[src/rtl/dpll_div_ctrl_if.sv]
// rtl/dpll_div_ctrl_if.sv - divider-side link between the DPLL loop controller and the programmable divider
//
// Signals:
//   div_factor  controller -> divider  current divide ratio
//   div_load    controller -> divider  1-cycle strobe, divider latches div_factor
//   div_wrap    divider -> controller  1-cycle pulse at each output-period boundary
//
// Modports:
//   master  loop controller side
//   slave   divider side
interface dpll_div_ctrl_if #(
    parameter int DIV_W = 10
) ();
    logic [DIV_W-1:0] div_factor;
    logic             div_load;
    logic             div_wrap;

    modport master (
        output div_factor,
        output div_load,
        input  div_wrap
    );

    modport slave (
        input  div_factor,
        input  div_load,
        output div_wrap
    );
endinterface

[src/rtl/dpll_div_ctrl.sv]
// rtl/dpll_div_ctrl.sv - DPLL loop controller: K-counter filter, boundary-aligned divide-ratio updates, lock detect
//
// Runs in the divider input clock domain. Phase-detector up/down pulses are
// filtered by a bidirectional K-counter; each overflow posts a single-entry
// +/-1 divide-ratio request that is handed to the divider only at a period
// boundary (div_wrap). Lock is declared after LOCK_CNT consecutive
// correction-free divider periods.
//
// Optional build macro: DPLL_HOLDOVER_EN adds the holdover_i input, which
// freezes the loop (no filtering, no corrections, lock state held).
//
// Ports:
//   clk         in   divider input clock
//   rst_n       in   asynchronous active-low reset
//   enable_i    in   loop enable; low forces IDLE and restores NOM_DIV
//   pd_up_i     in   phase detector "output late" pulse
//   pd_dn_i     in   phase detector "output early" pulse
//   holdover_i  in   (DPLL_HOLDOVER_EN only) freeze the loop
//   div_if      master modport: div_factor/div_load out, div_wrap in
//   locked_o    out  loop locked flag
//   state_o     out  FSM state: 0 IDLE, 1 ACQUIRE, 2 LOCKED
module dpll_div_ctrl #(
    parameter int NOM_DIV  = 5,
    parameter int DIV_MIN  = 2,
    parameter int DIV_MAX  = 1023,
    parameter int DIV_W    = 10,
    parameter int K_TOP    = 8,
    parameter int LOCK_CNT = 16
) (
    input  logic                   clk,
    input  logic                   rst_n,
    input  logic                   enable_i,
    input  logic                   pd_up_i,
    input  logic                   pd_dn_i,
`ifdef DPLL_HOLDOVER_EN
    input  logic                   holdover_i,
`endif
    dpll_div_ctrl_if.master        div_if,
    output logic                   locked_o,
    output logic [1:0]             state_o
);

    typedef enum logic [1:0] {
        S_IDLE    = 2'd0,
        S_ACQUIRE = 2'd1,
        S_LOCKED  = 2'd2
    } state_t;

    typedef enum logic [1:0] {
        REQ_NONE = 2'd0,
        REQ_FAST = 2'd1,   // shorten period: div - 1
        REQ_SLOW = 2'd2    // lengthen period: div + 1
    } req_t;

    // K_TOP is at most 127, so 8 signed bits cover -K_TOP..+K_TOP.
    localparam int LCW = $clog2(LOCK_CNT + 1);

    localparam logic signed [7:0]   K_POS    = 8'(K_TOP);
    localparam logic signed [7:0]   K_NEG    = -K_POS;
    localparam logic [DIV_W-1:0]    NOM_F    = DIV_W'(NOM_DIV);
    localparam logic [DIV_W-1:0]    MIN_F    = DIV_W'(DIV_MIN);
    localparam logic [DIV_W-1:0]    MAX_F    = DIV_W'(DIV_MAX);
    localparam logic [LCW-1:0]      LOCK_MAX = LCW'(LOCK_CNT);

    state_t            state_q, state_d;
    logic signed [7:0] k_q, k_d;
    req_t              pend_q, pend_d;
    logic [LCW-1:0]    lock_cnt_q, lock_cnt_d;
    logic [DIV_W-1:0]  div_factor_q, div_factor_d;
    logic              div_load_q, div_load_d;
    logic              locked_q, locked_d;

    logic              hold;
    logic signed [7:0] k_step;
    logic signed [7:0] k_sum;
    req_t              new_req;
    req_t              pend_base;
    logic              apply;
    logic              blocked;
    logic              correct;

`ifdef DPLL_HOLDOVER_EN
    assign hold = holdover_i;
`else
    assign hold = 1'b0;
`endif

    always_comb begin
        state_d      = state_q;
        k_d          = k_q;
        pend_d       = pend_q;
        lock_cnt_d   = lock_cnt_q;
        div_factor_d = div_factor_q;
        div_load_d   = 1'b0;
        k_sum        = k_q;
        new_req      = REQ_NONE;
        pend_base    = pend_q;
        apply        = 1'b0;
        blocked      = 1'b0;
        correct      = 1'b0;

        // Simultaneous up and down cancel each other.
        if (pd_up_i && !pd_dn_i) begin
            k_step = 8'sd1;
        end else if (pd_dn_i && !pd_up_i) begin
            k_step = -8'sd1;
        end else begin
            k_step = 8'sd0;
        end

        if (!enable_i) begin
            // Disable restores the nominal ratio immediately, without
            // waiting for a period boundary.
            state_d    = S_IDLE;
            k_d        = '0;
            pend_d     = REQ_NONE;
            lock_cnt_d = '0;
            if (div_factor_q != NOM_F) begin
                div_factor_d = NOM_F;
                div_load_d   = 1'b1;
            end
        end else begin
            case (state_q)
                S_IDLE: begin
                    state_d    = S_ACQUIRE;
                    k_d        = '0;
                    pend_d     = REQ_NONE;
                    lock_cnt_d = '0;
                end

                S_ACQUIRE, S_LOCKED: begin
                    if (hold) begin
                        // Loop frozen; K restarts from zero when released.
                        k_d    = '0;
                        pend_d = REQ_NONE;
                    end else begin
                        // Only a request already registered before this
                        // wrap is eligible; one posted now waits a period.
                        apply   = div_if.div_wrap && (pend_q != REQ_NONE);
                        blocked = ((pend_q == REQ_FAST) && (div_factor_q == MIN_F)) ||
                                  ((pend_q == REQ_SLOW) && (div_factor_q == MAX_F));
                        correct = apply && !blocked;

                        if (correct) begin
                            div_load_d = 1'b1;
                            if (pend_q == REQ_FAST) begin
                                div_factor_d = div_factor_q - DIV_W'(1);
                            end else begin
                                div_factor_d = div_factor_q + DIV_W'(1);
                            end
                        end

                        // A saturated request is consumed without effect.
                        pend_base = apply ? REQ_NONE : pend_q;

                        k_sum = k_q + k_step;
                        if (k_sum == K_POS) begin
                            k_d     = '0;
                            new_req = REQ_FAST;
                        end else if (k_sum == K_NEG) begin
                            k_d     = '0;
                            new_req = REQ_SLOW;
                        end else begin
                            k_d = k_sum;
                        end

                        // Single-entry slot: same direction is dropped,
                        // opposite direction annihilates the pending one.
                        if (new_req == REQ_NONE) begin
                            pend_d = pend_base;
                        end else if (pend_base == REQ_NONE) begin
                            pend_d = new_req;
                        end else if (pend_base == new_req) begin
                            pend_d = pend_base;
                        end else begin
                            pend_d = REQ_NONE;
                        end

                        if (correct) begin
                            lock_cnt_d = '0;
                        end else if (div_if.div_wrap && (lock_cnt_q != LOCK_MAX)) begin
                            lock_cnt_d = lock_cnt_q + LCW'(1);
                        end

                        if (correct) begin
                            state_d = S_ACQUIRE;
                        end else if ((state_q == S_ACQUIRE) && (lock_cnt_d == LOCK_MAX)) begin
                            state_d = S_LOCKED;
                        end
                    end
                end

                default: begin
                    state_d    = S_IDLE;
                    k_d        = '0;
                    pend_d     = REQ_NONE;
                    lock_cnt_d = '0;
                end
            endcase
        end

        locked_d = (state_d == S_LOCKED);
    end

    always_ff @(posedge clk or negedge rst_n) begin
        if (!rst_n) begin
            state_q      <= S_IDLE;
            k_q          <= '0;
            pend_q       <= REQ_NONE;
            lock_cnt_q   <= '0;
            div_factor_q <= NOM_F;
            div_load_q   <= 1'b0;
            locked_q     <= 1'b0;
        end else begin
            state_q      <= state_d;
            k_q          <= k_d;
            pend_q       <= pend_d;
            lock_cnt_q   <= lock_cnt_d;
            div_factor_q <= div_factor_d;
            div_load_q   <= div_load_d;
            locked_q     <= locked_d;
        end
    end

    assign div_if.div_factor = div_factor_q;
    assign div_if.div_load   = div_load_q;
    assign locked_o          = locked_q;
    assign state_o           = state_q;

endmodule

[src/flat_wrapper.sv]
// flat-port wrapper written by rule: the top's interface ports become plain ports
module dpll_div_ctrl_flat 
#(
    parameter int NOM_DIV  = 5,
    parameter int DIV_MIN  = 2,
    parameter int DIV_MAX  = 1023,
    parameter int DIV_W    = 10,
    parameter int K_TOP    = 8,
    parameter int LOCK_CNT = 16
)
  (clk, rst_n, enable_i, pd_up_i, pd_dn_i, locked_o, state_o, div_if_div_factor, div_if_div_load, div_if_div_wrap);
  dpll_div_ctrl_if #(.DIV_W(DIV_W)) div_if_i ();
  input  logic clk;
  input  logic rst_n;
  input  logic enable_i;
  input  logic pd_up_i;
  input  logic pd_dn_i;
  output logic locked_o;
  output logic [1:0] state_o;
  output wire logic [$bits(div_if_i.div_factor)-1:0] div_if_div_factor;
  output wire logic [$bits(div_if_i.div_load)-1:0] div_if_div_load;
  input wire logic [$bits(div_if_i.div_wrap)-1:0] div_if_div_wrap;
  assign div_if_div_factor = div_if_i.div_factor;
  assign div_if_div_load = div_if_i.div_load;
  assign div_if_i.div_wrap = div_if_div_wrap;
  dpll_div_ctrl #(.NOM_DIV(NOM_DIV), .DIV_MIN(DIV_MIN), .DIV_MAX(DIV_MAX), .DIV_W(DIV_W), .K_TOP(K_TOP), .LOCK_CNT(LOCK_CNT)) u_core (.clk(clk), .rst_n(rst_n), .enable_i(enable_i), .pd_up_i(pd_up_i), .pd_dn_i(pd_dn_i), .div_if(div_if_i), .locked_o(locked_o), .state_o(state_o));
endmodule
[config.mk]
export PLATFORM = sky130hd
export DESIGN_NAME = dpll_div_ctrl_flat
export DESIGN_NICKNAME = d
export VERILOG_FILES = /design/src/rtl/dpll_div_ctrl_if.sv /design/src/rtl/dpll_div_ctrl.sv /design/src/flat_wrapper.sv
export SDC_FILE = /design/constraint.sdc
export NUM_CORES = 1
export LEC_CHECK = 0
export ABC_AREA = 1
export CELL_PAD_IN_SITES_DETAIL_PLACEMENT = 0
export CELL_PAD_IN_SITES_GLOBAL_PLACEMENT = 1
export CORE_MARGIN = 2
export CORE_UTILIZATION = 35
export DETAILED_ROUTE_END_ITERATION = 10
export MAX_ROUTING_LAYER = met4
export PLACE_DENSITY = 0.71
export SYNTH_ARGS = -nofsm -noshare
export SYNTH_HDL_FRONTEND = slang
export SYNTH_SLANG_ARGS = --single-unit
[constraint.sdc]
create_clock -name clk -period 3.5 [get_ports clk]
set_input_delay 0.7 -clock clk [delete_from_list [all_inputs] [get_ports clk]]
set_output_delay 0.7 -clock clk [all_outputs]
set_load 0.01 [all_outputs]
==> results.py, run 1 <==
metrics = {
    "timing": {
        "period_needed_ps": 2920,
        "tns_ps": 0,
        "rsz0062_at_grt": "false",
        "hold_viol": 0,
        "max_slew.worst_pin.slew_ps": 515,
        "post-route-period-util": 0.835,
        "fmax_mhz": 342,
        "finalMaxSlewViolations": 0,
        "maxSlewHeadroom": 0.657,
        "setup_violations": 0,
        "fin_worst_skew_ps": 6.59,
    },
    "clock_tree": {
        "holdBufCountCts": 0,
        "ctsHtreeMaxLevel": 2,
        "cts.sinks": 29,
        "cts-root-buf": "clkbuf_8",
        "postCtsSetupBuffers": 0,
        "clock_path_buffers": 2,
        "insertion_delay_ps": 280,
        "cts_tree": "built",
        "postCtsResizedCells": 0,
        "cts_buffers": 5,
        "clkTransAtPathRegs_ps": 60,
    },
    "power": {
        "seqPwrFrac": 0.453,
        "swShare": 0.291,
        "p_int_w": 0.000564,
        "power_switching_w": 0.000232,
        "irDropWorstVdd_v": 0.000163,
        "pwr_density_cell_nw_per_um2": 285,
        "clkPwrFrac": 0.345,
        "leakagePower_nw": 1.39,
        "combPwrFrac": 0.202,
    },
    "global_route": {
        "grt_pass1_vias": 1997,
        "grt_pass1_wl_um": 9150,
        "track_usage": 0.156,
        "grt_antenna_before_repair": 0,
        "gr-total-overflow": 0,
        "grt_max_degree": 30,
    },
    "drt": {
        "wl_um": 5210,
        "first_iter_violations": 63,
        "ant_nets": 0,
        "vias_per_cell": 4.75,
        "vias": 2048,
        "drt-pass1-iter-count": 4,
        "drc": 0,
        "routedWlPerCell_um": 12.1,
    },
    "worst_setup_path": {
        "r2r_setup_slack_ps": 1210,
        "cpLargestDelayFamily": "simple AND/OR/NAND/NOR gates",
        "critPathBufInv": 4,
        "startpoint_type": "input pin",
        "cp_cell_sequence": "clkdlybuf4s50_1 > ha_1 > inv_8 > nand2_1 > nand2_2 > ha_1 > inv_1 > nand2_1 > a21oi_2 > nand3_2 > nor2_2 > nand4_4 > nand2_1 > nand2_1 > inv_2 > nor2_2",
        "path_class": "input pin to flip-flop",
        "cp_data_arrival_time_ps": 3100,
        "cpMaxStageDelayCell": "clkdlybuf4s50_1",
        "worstReg2RegEnd": "u_core.div_if.div_factor[7]",
        "required_ps": 3670,
        "reg2reg_depth": 11,
        "crit_fanout": 10,
        "r2r-start": "u_core.pend_q[1]",
        "crit_top_cell": "nand2_1",
        "end_kind": "flip-flop",
        "cpPeakStageDelay_ps": 480,
    },
    "yosys": {
        "synth_top_cell_by_area": "dfrtp_1",
        "ys_seq_area_frac": 0.301,
        "syn-num-nets": 351,
        "ys.flop_type": "dfrtp_1",
        "synth_area_leaders": "dfrtp_1 (28%), nand2_1 (11%), ha_1 (9.8%)",
        "yosys_register_bits": 29,
        "synth_warnings": 0,
        "syn_inst": 325,
        "synth_most_common_cell": "nand2_1",
        "synth_edf_count": 0,
        "syn_avg_cell_area_um2": 7.45,
        "async_flop_share": 1.00,
        "synth.top_cells.by_count": "nand2_1 (73), inv_1 (50), dfrtp_1 (27)",
        "synth_top_cell_area_share": 0.279,
        "synthesis.area_um2": 2420,
        "synth.distinct_cells": 40,
    },
    "floorplan": {
        "coreArea_um2": 6760,
        "fp.dieW_um": 87.2,
        "io_pins": 20,
        "dieArea_um2": 7600,
        "die_h_um": 87.2,
        "row_count": 30,
        "initial_core_util": 0.358,
    },
    "hold_path": {
        "holdPathEnd": "u_core.div_if.div_factor[2]",
        "hold_class": "flip-flop to flip-flop",
        "min-delay-start": "u_core.div_if.div_factor[2]",
        "holdPathStages": 2,
    },
    "layout": {
        "final_area_um2": 2790,
        "nNetsFinal": 377,
        "areaGrowthSynthToFinish_pct": 15.4,
        "antenna_cells": 0,
        "seq_area_um2": 728,
        "final_layout_size_suffix_gt1_frac": 0.148,
        "multi_input_area_um2": 1460,
        "fill_cells": 713,
    },
    "placed_design": {
        "gp_congestion": 0.805,
        "dp_hpwl_um": 4190,
        "placed_area_um2": 2710,
        "port_buffers": 19,
    },
    "run_status": {
        "status": "complete, no violations",
    },
    "run": {
        "cap_violations": 0,
    },
}
## how the worst max path moves through the flow
stage | from | endpoint | slack, ps | cells past startpoint
after floorplan | pd_up_i | u_core.pend_q[0] | 1020 | 18
after global placement | pd_dn_i | u_core.pend_q[0] | 300 | 16
after detailed placement | pd_dn_i | u_core.pend_q[0] | 290 | 16
after CTS | pd_dn_i | u_core.pend_q[0] | 570 | 16
after global routing | pd_dn_i | u_core.pend_q[0] | 340 | 18
final | pd_dn_i | u_core.pend_q[0] | 580 | 16
## power by group through the flow
stage | sequential, W | clock (W) | combinational [W]
global route | 0.000362 | 0.000296 | 0.000182
CTS | 0.000360 | 0.000284 | 0.000163
detailed placement | 0.000366 | 0 | 0.000162
global placement | 0.000366 | 0 | 0.000163
floorplan | 0.000366 | 0 | 0.000108
finish | 0.000360 | 0.000274 | 0.000161
## per-layer routing
| layer | routed length [um] | global-route usage | vias to the layer above | share of wire |
|---|---|---|---|---|
| li1 | - | - | 1103 | - |
| met1 | 2740 | 0.217 | 920 | 0.53 |
| met2 | 2330 | 0.238 | 19 | 0.45 |
| met3 | 94 | 0.0275 | 6 | 0.018 |
| met4 | 52 | 0.0336 | 0 | 0.010 |
| met5 | 0 | - | - | 0 |
## through the flow
step | setup WS (ps) | cells | hold WS [ps] | power (W) | util
global route | 344 | 431 | 592 | 0.000839 | 0.413
finish | 577 | 431 | 550 | 0.000795 | 0.413
detailed placement | 294 | 424 | 536 | 0.000528 | 0.401
CTS | 574 | 431 | 549 | 0.000807 | 0.413
global placement | 299 | 424 | 536 | 0.000529 | 0.401
floorplan | 1020 | 325 | 404 | 0.000474 | -
## cells in the final DEF (no fill, tap or decap), types with 5 or more instances in the layout
| cell type | n |
|---|---|
| a21oi_1 | 12 |
| clkbuf_8 | 6 |
| clkdlybuf4s50_1 | 19 |
| dfrtp_1 | 27 |
| ha_1 | 19 |
| inv_1 | 50 |
| nand2_1 | 73 |
| nand2_2 | 15 |
| nand2_4 | 5 |
| nand3_1 | 22 |
| nand3_2 | 6 |
| nand4_1 | 8 |
| nor2_1 | 23 |
| nor3_1 | 7 |
| o21ai_0 | 9 |
| o22ai_1 | 5 |
| xnor2_1 | 5 |
| xor2_1 | 6 |
## flip-flops by register name (all words and copies together), names as in the netlist
signal	flops
u_core.state_o	2
u_core.lock_cnt_q	5
u_core.k_q	8
u_core.pend_q	2
u_core.div_if.div_load	1
u_core.div_if.div_factor	10
u_core.locked_o	1
## final cells by class
type | instances | share of cell area
well taps | 80 | 0.0358
inverters | 56 | 0.0780
clock buffers | 7 | 0.0309
multi-input cells | 239 | 0.524
repair buffers | 20 | 0.0708
flip-flops and latches | 29 | 0.261
## tightest hold or removal path: stages (launching register included)
cell and delay, ps:
dfstp_2 390, inv_1 80, a22oi_1 70
## logic make-up after synthesis
family / after synthesis / synth area share
AOI/OAI and AO/OA: 37 / 0.0957
xor gates and xnor gates: 11 / 0.0398
adders and majority gates: 20 / 0.107
buffers and inverters: 57 / 0.0946
DFF: 29 / 0.301
and+or+nand+nor: 171 / 0.362
Note: power is estimated with default switching activity, not from simulation.
==> inputs of run 2 (changes only) <==
--- a/config.mk
+++ b/config.mk
@@ -12,7 +12,7 @@
 export CORE_UTILIZATION = 35
 export DETAILED_ROUTE_END_ITERATION = 10
 export MAX_ROUTING_LAYER = met4
-export PLACE_DENSITY = 0.71
+export PLACE_DENSITY = 0.74
 export SYNTH_ARGS = -nofsm -noshare
 export SYNTH_HDL_FRONTEND = slang
 export SYNTH_SLANG_ARGS = --single-unit
==> constraint.sdc (replaced) <==
create_clock -name clk -period 2.4 [get_ports clk]
set_input_delay 0.48 -clock clk [delete_from_list [all_inputs] [get_ports clk]]
set_output_delay 0.48 -clock clk [all_outputs]
set_load 0.01 [all_outputs]
==> run 2 against run 1 <==
Net effect: via count rose by 8.2%; sequential share of layout area fell by 2.6 points; global-route usage rose by 1.3 points; highest routed layer unchanged; core utilization rose by 4.6 points; worst hold slack improved by 12 ps; power rose by 52%; cell count rose by 6.7%; clock skew fell by 0.75 ps; wire length rose by 7.9%; first-iteration DRC count fell by 3.2%; die area did not move.
==> results.py, run 2 (synthesized netlist as in run 1, its figures left out) <==
metrics = {
    "layout": {
        "multi_input_area_um2": 1560,
        "nNetsFinal": 405,
        "final_common_cell": "nand2_1",
        "seq_area_um2": 728,
        "utilization": 0.459,
        "layout.cells.non_filler": 460,
        "fill_cells": 719,
        "areaGrowthSynthToFinish_pct": 28.3,
        "largest_register_ffs": 10,
        "antenna_cells": 0,
        "final_layout_size_suffix_gt1_frac": 0.258,
        "layout_common_cells": "nand2_1 (68), inv_1 (45), buf_4 (28), dfrtp_1 (27), nor2_1 (22)",
    },
    "floorplan": {
        "row_count": 30,
        "die_h_um": 87.2,
        "io_pins": 20,
        "initial_core_util": 0.358,
        "coreArea_um2": 6760,
        "dieArea_um2": 7600,
        "fp.dieW_um": 87.2,
    },
    "hold_path": {
        "holdPathStages": 2,
        "hold_class": "flip-flop to flip-flop",
    },
    "timing": {
        "setup_violations": 0,
        "fmax_mhz": 452,
        "period_needed_ps": 2210,
        "max_slew.worst_pin.slew_ps": 409,
        "rsz0062_at_grt": "false",
        "maxSlewHeadroom": 0.725,
        "fin_worst_skew_ps": 5.84,
        "hold_viol": 0,
        "post-route-period-util": 0.923,
        "finalMaxSlewViolations": 0,
    },
    "drt": {
        "vias_per_cell": 4.82,
        "first_iter_violations": 61,
        "drt-pass1-iter-count": 4,
        "drc": 0,
        "routedWlPerCell_um": 12.2,
        "vias": 2215,
        "ant_nets": 0,
        "wl_um": 5620,
    },
    "global_route": {
        "grt_pass1_vias": 2199,
        "busiest_layer": "met2",
        "grt_use_met1": 0.228,
        "grtUsageMet3": 0.0265,
        "gr-total-overflow": 0,
        "use_met2": 0.261,
        "grt_pass1_wl_um": 9950,
        "grt_max_degree": 30,
        "track_usage": 0.169,
        "grt_antenna_before_repair": 0,
    },
    "worst_setup_path": {
        "cpPeakStageDelay_ps": 300,
        "critPathBufInv": 5,
        "crit_fanout": 4,
        "reg2reg_depth": 10,
        "cp_cell_sequence": "dlygate4sd2_1 > ha_4 > inv_2 > ha_4 > buf_4 > buf_4 > nand3_4 > nand2_4 > nand2_2 > nand2_1 > nand2_1 > nand2_2 > nor2_2 > nand3_2 > nand2_1 > nand2_1 > inv_2 > nor2_2",
        "path_depth": 18,
        "end_kind": "flip-flop",
        "path_class": "input pin to flip-flop",
        "cpMaxStageDelayCell": "dlygate4sd2_1",
        "cpLargestDelayFamily": "simple AND/OR/NAND/NOR gates",
        "crit_top_cell": "nand2_1",
        "cp_data_arrival_time_ps": 2400,
        "required_ps": 2580,
        "startpoint_type": "input pin",
    },
    "run": {
        "cap_violations": 0,
    },
    "placed_design": {
        "port_buffers": 19,
        "dp_hpwl_um": 4270,
        "dp.cells": 448,
        "gp_congestion": 0.798,
    },
    "clock_tree": {
        "insertion_delay_ps": 280,
        "ctsHtreeMaxLevel": 2,
        "cts-root-buf": "clkbuf_8",
        "cts.sinks": 29,
        "clkTransAtPathRegs_ps": 60,
        "clock_path_buffers": 2,
        "cts_buffers": 5,
        "cts_tree": "built",
    },
    "power": {
        "pwr_density_cell_nw_per_um2": 389,
        "p_int_w": 0.000841,
        "seqPwrFrac": 0.435,
        "swShare": 0.304,
        "power_switching_w": 0.000367,
        "irDropWorstVdd_v": 0.000347,
        "finalPower_w": 0.00121,
        "combPwrFrac": 0.249,
        "leakagePower_nw": 1.55,
        "clkPwrFrac": 0.316,
    },
    "run_status": {
        "status": "complete, no violations",
    },
}
[run 2: layer usage]
metal | up-vias | routed length (um)
li1 | 1156 | -
met1 | 1027 | 2790
met2 | 23 | 2640
met3 | 9 | 109
met4 | 0 | 91
met5 | - | 0
[run 2: path summary, 6_finish.rpt]
| path | from | to | slack, ps |
|---|---|---|---|
| setup reg to reg | u_core.pend_q[0] | u_core.div_if.div_factor[7] | 260 |
| hold / removal | u_core.div_if.div_factor[2] | u_core.div_if.div_factor[2] | 560 |
| setup / recovery | pd_dn_i | u_core.pend_q[0] | 190 |
| min in group asynchronous | rst_n | u_core.state_o[0] | 580 |
| hold reg to reg | u_core.div_if.div_factor[2] | u_core.div_if.div_factor[2] | 560 |
| max in group asynchronous | rst_n | u_core.div_if.div_factor[0] | 1510 |
[run 2: area by class of cell]
| cell class | count | share of cell area |
|---|---|---|
| inverter | 56 | 0.0701 |
| clock buffer | 6 | 0.0234 |
| multi-input combinational | 239 | 0.503 |
| sequential | 29 | 0.235 |
| tap | 80 | 0.0322 |
| timing repair buffer | 48 | 0.133 |
| clock inverter | 2 | 0.00322 |
[run 2: timing repair]
item	CTS	global route
buffers inserted	4	0
gates resized for setup	23	5
pin swaps	17	8
setup endpoints to repair	7	8
hold buffers	0	0
[run 2: metrics by stage]
step | hold WS [ps] | setup WS (ps) | TNS (ps) | area, um2
CTS | 565 | 1.29 | 0 | 3090
global route | 591 | 30.8 | 0 | 3100
floorplan | 184 | 141 | 0 | 2420
finish | 562 | 186 | 0 | 3100
detailed placement | 529 | -538 | -3540 | 2890
global placement | 542 | -465 | -3000 | 2890
[run 2: power groups by stage]
stage | clock network, W | logic, W | registers, W
final | 0.000381 | 0.000301 | 0.000526
after global routing | 0.000416 | 0.000338 | 0.000528
after CTS | 0.000396 | 0.000301 | 0.000526
after detailed placement | 0 | 0.000275 | 0.000534
after global placement | 0 | 0.000274 | 0.000533
after floorplan | 0 | 0.000158 | 0.000534
[run 2: worst min-delay path, cell delays in order, from the launching register on]
cell     delay [ps]
dfstp_2         400
inv_1            80
a22oi_1          70
